File: src/rtl/sub_pkg.sv
// Shared types and constants for the subtractor family (serial and parallel variants).
package sub_pkg;

    typedef enum logic [1:0] {
        IDLE = 2'd0,
        RUN  = 2'd1,
        DONE = 2'd2
    } state_t;

    localparam int DEFAULT_WIDTH = 8;

endpackage

File: src/rtl/fs_bit.sv
// Combinational 1-bit full subtractor: d = a - b - bin, with borrow out.
module fs_bit (
    input  logic a,
    input  logic b,
    input  logic bin,
    output logic d,
    output logic bout
);

    assign d    = a ^ b ^ bin;
    assign bout = (~a & b) | (~(a ^ b) & bin);

endmodule

File: src/rtl/serial_sub_ctrl.sv
// Bit-serial unsigned subtractor: one fs_bit cell, LSB-first, WIDTH run cycles
// followed by a single-cycle done pulse with the registered result.
module serial_sub_ctrl
    import sub_pkg::*;
#(
    parameter int WIDTH = DEFAULT_WIDTH
) (
    input  logic             clk,
    input  logic             rst_n,
    input  logic             start,
    input  logic [WIDTH-1:0] a,
    input  logic [WIDTH-1:0] b,
    output logic             busy,
    output logic             done,
    output logic [WIDTH-1:0] diff,
    output logic             borrow
);

    localparam int CNT_W = $clog2(WIDTH + 1);
    localparam logic [CNT_W-1:0] LAST_BIT = CNT_W'(WIDTH - 1);

    state_t           state;
    logic [CNT_W-1:0] cnt;
    logic [WIDTH-1:0] a_sr;
    logic [WIDTH-1:0] b_sr;
    logic [WIDTH-1:0] res_sr;
    logic             br;
    logic             d_bit;
    logic             b_out;

    fs_bit u_fs_bit (
        .a    (a_sr[0]),
        .b    (b_sr[0]),
        .bin  (br),
        .d    (d_bit),
        .bout (b_out)
    );

    // Controller: operands shift right into the cell while result bits enter at the
    // MSB, so after WIDTH shifts the result is LSB-aligned. diff/borrow only load
    // on the final RUN edge and otherwise hold.
    always_ff @(posedge clk or negedge rst_n) begin
        if (!rst_n) begin
            state  <= IDLE;
            cnt    <= '0;
            a_sr   <= '0;
            b_sr   <= '0;
            res_sr <= '0;
            br     <= 1'b0;
            busy   <= 1'b0;
            done   <= 1'b0;
            diff   <= '0;
            borrow <= 1'b0;
        end else begin
            case (state)
                IDLE: begin
                    done <= 1'b0;
                    if (start) begin
                        a_sr  <= a;
                        b_sr  <= b;
                        br    <= 1'b0;
                        cnt   <= '0;
                        busy  <= 1'b1;
                        state <= RUN;
                    end
                end
                RUN: begin
                    a_sr   <= a_sr >> 1;
                    b_sr   <= b_sr >> 1;
                    res_sr <= {d_bit, res_sr[WIDTH-1:1]};
                    br     <= b_out;
                    cnt    <= cnt + 1'b1;
                    if (cnt == LAST_BIT) begin
                        cnt    <= '0;
                        done   <= 1'b1;
                        diff   <= {d_bit, res_sr[WIDTH-1:1]};
                        borrow <= b_out;
                        state  <= DONE;
                    end
                end
                DONE: begin
                    busy  <= 1'b0;
                    done  <= 1'b0;
                    state <= IDLE;
                end
                default: begin
                    busy  <= 1'b0;
                    done  <= 1'b0;
                    state <= IDLE;
                end
            endcase
        end
    end

endmodule

File: config.mk
export PLATFORM = sky130hd
export DESIGN_NAME = serial_sub_ctrl
export DESIGN_NICKNAME = d
export VERILOG_FILES = /design/src/rtl/sub_pkg.sv /design/src/rtl/fs_bit.sv /design/src/rtl/serial_sub_ctrl.sv
export SDC_FILE = /design/constraint.sdc
export NUM_CORES = 1
export LEC_CHECK = 0
export ABC_AREA = 1
export BUFFER_PORTS_ARGS = -buffer_cell sky130_fd_sc_hd__buf_2
export CAP_MARGIN = 20
export CORE_MARGIN = 4
export CORE_UTILIZATION = 45
export DETAILED_ROUTE_END_ITERATION = 10
export PLACE_DENSITY = 0.66
export SYNTH_ARGS = -nofsm -noshare
export SYNTH_HDL_FRONTEND = slang
export SYNTH_SLANG_ARGS = --single-unit
File: constraint.sdc
create_clock -name clk -period 3.2 [get_ports clk]
set_input_delay 0.32 -clock clk [delete_from_list [all_inputs] [get_ports clk]]
set_output_delay 0.32 -clock clk [all_outputs]
set_load 0.02 [all_outputs]
==> results of run 1 <==
worst max-delay path, stage by stage, from the launching register on:
cell,delay [ns]
dfrtp_1,0.38
inv_2,0.07
nand2_2,0.51
nand2_2,0.41
inv_2,0.37
nand2_1,0.09
o21ai_1,0.08
power by group through the flow:
| stage | clock [mW] | combinational (mW) | sequential, mW |
|---|---|---|---|
| global route | 0.466 | 0.963 | 0.945 |
| floorplan | 0 | 0.600 | 0.982 |
| detailed placement | 0 | 0.838 | 0.918 |
| global placement | 0 | 0.819 | 0.918 |
| finish | 0.427 | 0.821 | 0.909 |
| CTS | 0.441 | 0.839 | 0.911 |
final cells by class:
class / count / area (sq um)
repair buffers: 29 / 145.1
inverters: 26 / 97.59
fillers: 408 / 1872
well taps: 50 / 62.56
clock inverters: 1 / 30.03
clock buffers: 7 / 86.33
multi-input cells: 142 / 651.9
flip-flops and latches: 41 / 1026
state kept, by name, indices dropped and copies added, names as in the netlist:
signal,count
state,2
br,1
borrow,1
diff,8
a_sr,8
cnt,4
done,1
b_sr,8
res_sr,7
busy,1
routing by layer:
layer,up-vias,track usage,part of all wire
met1,625,0.1844,0.48
met2,28,0.2326,0.45
met4,0,0.05219,0.012
met5,-,0,0
met3,5,0.04571,0.057
li1,720,-,-
worst max-delay path by stage:
stage,slack [ns],startpoint,cells past startpoint,end
2_1_floorplan,1.99,cnt[0],7,diff[1]
3_3_place_gp,1.29,state[1],6,a_sr[3]
3_5_place_dp,1.21,state[1],6,a_sr[1]
4_1_cts,1.17,state[1],6,cnt[2]
5_1_grt,0.90,state[1],6,b_sr[0]
6_report,1.21,state[1],6,a_sr[3]
cells by family after synthesis:
kind of cell / after synthesis / synth area share
DFF: 41 / 0.5556
adders and majority gates: 2 / 0.01761
AOI/OAI and AO/OA: 33 / 0.1023
and+or+nand+nor: 107 / 0.2331
buffers and inverters: 35 / 0.09146
metrics by stage:
| step | hold slack, ns | setup WS [ns] | total power [mW] |
|---|---|---|---|
| finish | 0.1388 | 1.214 | 2.158 |
| global route | 0.2266 | 0.8959 | 2.374 |
| CTS | 0.1784 | 1.172 | 2.192 |
| detailed placement | 0.4605 | 1.210 | 1.756 |
| global placement | 0.4581 | 1.291 | 1.736 |
| floorplan | 0.02441 | 1.990 | 1.582 |
placed cells by master, fill, tap and decap left out:
| master | Yosys | routed |
|---|---|---|
| buf_2 | 3 | 29 |
| bufinv_16 | 0 | 1 |
| clkbuf_1 | 0 | 1 |
| clkbuf_8 | 0 | 6 |
| dfrtp_1 | 41 | 41 |
| fa_1 | 1 | 1 |
| ha_1 | 1 | 1 |
| inv_1 | 24 | 24 |
| inv_2 | 2 | 2 |
| nand2_1 | 77 | 77 |
| nand2_2 | 4 | 4 |
| nand3_1 | 5 | 5 |
| nand4_1 | 1 | 1 |
| nor2_1 | 18 | 18 |
| nor2_2 | 1 | 1 |
| nor2_4 | 1 | 1 |
| o21ai_0 | 18 | 18 |
| o21ai_1 | 8 | 8 |
| o21ai_2 | 6 | 6 |
| o22ai_1 | 1 | 1 |
==> impl_metrics.env, run 1 <==
export IMPL_syn_inst=218
export IMPL_timing_rr_end="a_sr[3]"
export IMPL_synth_area_sq_mm=0.001847
export IMPL_area_growth_pct=13.69
export IMPL_die_w_um=72.06
export IMPL_post_route_min_period_ns=1.986
export IMPL_clock_latency_ns=0.29
export IMPL_grt_pass1_vias=1331
export IMPL_cts_resized=0
export IMPL_power_frac_comb=0.381
export IMPL_path_max_fanout=40
export IMPL_fin_skew_ns=0.003588
export IMPL_root_buffer="clkbuf_8"
export IMPL_end_kind="flip-flop"
export IMPL_criticalPathCategory="flip-flop to flip-flop"
export IMPL_globalplace_congestion=0.7650
export IMPL_avgSynthCellArea_sq_um=8.471
export IMPL_overflow=0
export IMPL_finalSetupViolations=0
export IMPL_wire_per_inst_um=10.77
export IMPL_rows=23
export IMPL_grt_max_degree=42
export IMPL_routed_via_density=4.655
export IMPL_drtIter0Drc=47
export IMPL_route_detailed_drc=0
export IMPL_swShare=0.3903
export IMPL_yosysUniqueCellTypes=19
export IMPL_maxCapViolations=0
export IMPL_cts_buffer_depth=2
export IMPL_worst_slew_pin_slew_ns=0.9014
export IMPL_post_place_cells=288
export IMPL_cts_tree="built"
export IMPL_routed_wl_mm=3.187
export IMPL_detail_route_antenna_nets=0
export IMPL_required_ns=3.42
export IMPL_p_switching_mw=0.8421
export IMPL_cts_hold_buf=0
export IMPL_hold_viol=0
export IMPL_drive_gt1_frac=0.2033
export IMPL_synth_seq_cells=41
export IMPL_async_reset_ff_frac=1.000
export IMPL_dr_pass1_iters=4
export IMPL_place_area_sq_mm=0.001983
export IMPL_cts_buffers=5
export IMPL_port_buffers=29
export IMPL_antenna_found_initial=0
export IMPL_max_slew_margin=0.3991
export IMPL_ys_seq_area_frac=0.5556
export IMPL_grt_first_pass_wirelength_mm=5.892
export IMPL_yosysTopAreaCellShare=0.5556
export IMPL_startpoint_type="flip-flop"
export IMPL_n_antenna_cell=0
export IMPL_die_h_um=72.06
export IMPL_rrSetupSlack_ns=1.21
export IMPL_stdcell_area_sq_mm=0.002100
export IMPL_pwr_share_clk=0.198
export IMPL_tns_ns=0
export IMPL_ys_flop_type="dfrtp_1"
export IMPL_hold_path_class="input port to async pin"
export IMPL_yosys_top_cells_count="nand2_1 (77), dfrtp_1 (41), inv_1 (24)"
export IMPL_p_int_mw=1.315
export IMPL_synth_area_leaders="dfrtp_1 (56%), nand2_1 (16%), o21ai_0 (4.9%), inv_1 (4.9%), nor2_1 (3.7%)"
export IMPL_cellPowerDensity_mw_per_mm2=1028
export IMPL_period_share=0.6206
export IMPL_start_util=0.4650
export IMPL_fmax_mhz=503.5
export IMPL_synth_most_common_cell="nand2_1"
export IMPL_final_cells=296
export IMPL_p_seq_frac=0.421
export IMPL_io_pins=30
export IMPL_die_area_sq_mm=0.005193
export IMPL_p_leak_nw=1.129
export IMPL_synth_enable_flop_cells=0
export IMPL_rr_worst_depth=6
export IMPL_status="finished clean"
export IMPL_synth_fp_nets=239
export IMPL_vias=1378
export IMPL_final_core_util=0.5287
export IMPL_synth_top_area_cell="dfrtp_1"
export IMPL_cts_setup_buffers=0
export IMPL_htree_num_levels=2
export IMPL_grt_use_total=0.1450
export IMPL_nets=266
export IMPL_peakVddDrop_uv=468.6
export IMPL_core_region_area_sq_mm=0.003971
export IMPL_clk_pin_slew_worst_paths_ns=0.08
export IMPL_slew_violations=0
export IMPL_ys_warn_count=0
export IMPL_clock_sinks=41
export IMPL_dp_hpwl_mm=2.107
export IMPL_rsz0062_at_grt="no"
export IMPL_cp_data_arrival_time_ns=2.21
export IMPL_r2r_start="state[1]"
No activity file was read; power rests on OpenSTA's default activity.
==> inputs of run 2 (changes only) <==
==> constraint.sdc (replaced) <==
create_clock -name clk -period 1.91 [get_ports clk]
set_input_delay 0.191 -clock clk [delete_from_list [all_inputs] [get_ports clk]]
set_output_delay 0.191 -clock clk [all_outputs]
set_load 0.02 [all_outputs]
==> impl_metrics.env, run 2 (synthesized netlist as in run 1, its figures left out) <==
export IMPL_crit_buf_inv=1
export IMPL_grt_max_degree=42
export IMPL_slowest_delay_ns=0.42
export IMPL_cts_buffer_depth=2
export IMPL_port_buffers=29
export IMPL_final_common_cell="nand2_1"
export IMPL_nets=270
export IMPL_die_h_um=72.06
export IMPL_rr_worst_depth=7
export IMPL_holdPathStages=3
export IMPL_startpoint_type="flip-flop"
export IMPL_dp_hpwl_mm=2.118
export IMPL_max_slew_margin=0.6613
export IMPL_power_total_mw=3.482
export IMPL_tns_ns=0
export IMPL_fillerInstances=387
export IMPL_path_max_fanout=16
export IMPL_htree_num_levels=2
export IMPL_rows=23
export IMPL_maxCapViolations=0
export IMPL_core_region_area_sq_mm=0.003971
export IMPL_clock_latency_ns=0.29
export IMPL_globalplace_congestion=0.6872
export IMPL_grt_pass1_vias=1402
export IMPL_finalSetupViolations=0
export IMPL_path_cells="ha_1 -> nand2_2 -> nor2_4 -> nand2_2 -> inv_1 -> nand2_1 -> nand2_1"
export IMPL_drtIter0Drc=71
export IMPL_routed_via_density=4.633
export IMPL_period_share=0.7642
export IMPL_fmax_mhz=685.1
export IMPL_cts_tree="built"
export IMPL_antenna_found_initial=0
export IMPL_start_util=0.4650
export IMPL_end_kind="flip-flop"
export IMPL_rrSetupSlack_ns=0.45
export IMPL_cts_buffers=5
export IMPL_top_regs="a_sr (8), b_sr (8), diff (8)"
export IMPL_peakVddDrop_uv=586.6
export IMPL_dr_pass1_iters=6
export IMPL_die_area_sq_mm=0.005193
export IMPL_worst_slew_pin_slew_ns=0.5080
export IMPL_hold_viol=0
export IMPL_clock_sinks=41
export IMPL_min_to="b_sr[7]"
export IMPL_slew_violations=0
export IMPL_cp_data_arrival_time_ns=1.64
export IMPL_area_growth_pct=13.62
export IMPL_grt_use_total=0.1484
export IMPL_overflow=0
export IMPL_fin_skew_ns=0.006199
export IMPL_required_ns=2.09
export IMPL_post_route_min_period_ns=1.460
export IMPL_routed_wl_mm=3.211
export IMPL_detail_route_antenna_nets=0
export IMPL_hold_path_class="input port to flip-flop"
export IMPL_r2r_start="cnt[0]"
export IMPL_root_buffer="clkbuf_8"
export IMPL_wire_per_inst_um=10.70
export IMPL_grt_first_pass_wirelength_mm=6.106
export IMPL_cellPowerDensity_mw_per_mm2=1660
export IMPL_crit_family="simple AND/OR/NAND/NOR gates"
export IMPL_min_from="b[7]"
export IMPL_die_w_um=72.06
export IMPL_criticalPathCategory="flip-flop to flip-flop"
export IMPL_rsz0062_at_grt="no"
export IMPL_critPathSlowestCell="dfrtp_1"
export IMPL_p_leak_nw=1.134
export IMPL_n_antenna_cell=0
export IMPL_drive_gt1_frac=0.2120
export IMPL_clk_pin_slew_worst_paths_ns=0.08
export IMPL_final_cell_mix="nand2_1 (77), dfrtp_1 (41), buf_2 (29)"
export IMPL_route_detailed_drc=0
export IMPL_timing_rr_end="diff[7]"
export IMPL_io_pins=30
export IMPL_vias=1390
export IMPL_status="finished clean"
-- run 2: tightest hold or removal path, delay by kind of cell --
| family | cells | cell delay (ns) |
|---|---|---|
| AO/OA/AOI/OAI | 1 | 0.07 |
| buffers and inverters | 1 | 0.08 |
| AND/OR/NAND/NOR | 1 | 0.06 |
-- run 2: area by class of cell --
type / instances / area (sq um) / share of cell area
Clock buffer: 6 / 72.57 / 0.03459
Clock inverter: 2 / 10.01 / 0.004770
Multi-Input combinational cell: 142 / 651.9 / 0.3107
Sequential cell: 41 / 1026 / 0.4890
Inverter: 26 / 97.59 / 0.04651
Tap cell: 50 / 62.56 / 0.02982
Timing Repair Buffer: 33 / 177.7 / 0.08467
-- run 2: stage by stage --
step	hold WS (ns)	instance area [sq um]	utilization	setup slack, ns	std cells
2_1_floorplan	-0.1046	1847	-	0.7001	218
3_3_place_gp	0.2877	2006	0.5050	0.4733	291
3_5_place_dp	0.2843	2006	0.5050	0.4506	291
4_1_cts	0.1377	2098	0.5284	0.4347	300
5_1_grt	0.1561	2098	0.5284	0.2538	300
6_report	0.1425	2098	0.5284	0.4503	300
-- run 2: worst max path at each step --
stage	slack (ns)	to	from	cells past startpoint
after floorplan	0.70	diff[1]	cnt[0]	7
after global placement	0.47	diff[2]	cnt[0]	7
after detailed placement	0.45	diff[7]	cnt[0]	7
after CTS	0.43	diff[2]	cnt[0]	7
after global routing	0.25	diff[0]	cnt[0]	7
final	0.45	diff[7]	cnt[0]	7
-- run 2: power by group --
group	leakage (nW)	total, mW	internal (mW)	switching (mW)
logic	0.591	1.42	0.514	0.906
clock network	0.0450	0.537	0.253	0.284
registers	0.498	1.53	1.29	0.233
-- run 2: timing repair --
| item | CTS | global route |
|---|---|---|
| setup buffers | 0 | 0 |
| endpoints found under the hold margin | 41 | 0 |
| gates resized for setup | 0 | 0 |
| hold buffers | 1 | 0 |
-- run 2: layer usage --
metal  up-vias  global-route usage  wire, um
li1        730                   -         -
met1       628              0.1959      1593
met2        30              0.2386      1418
met3         2             0.04155       174
met4         0             0.04384        24
met5         -                   0         0
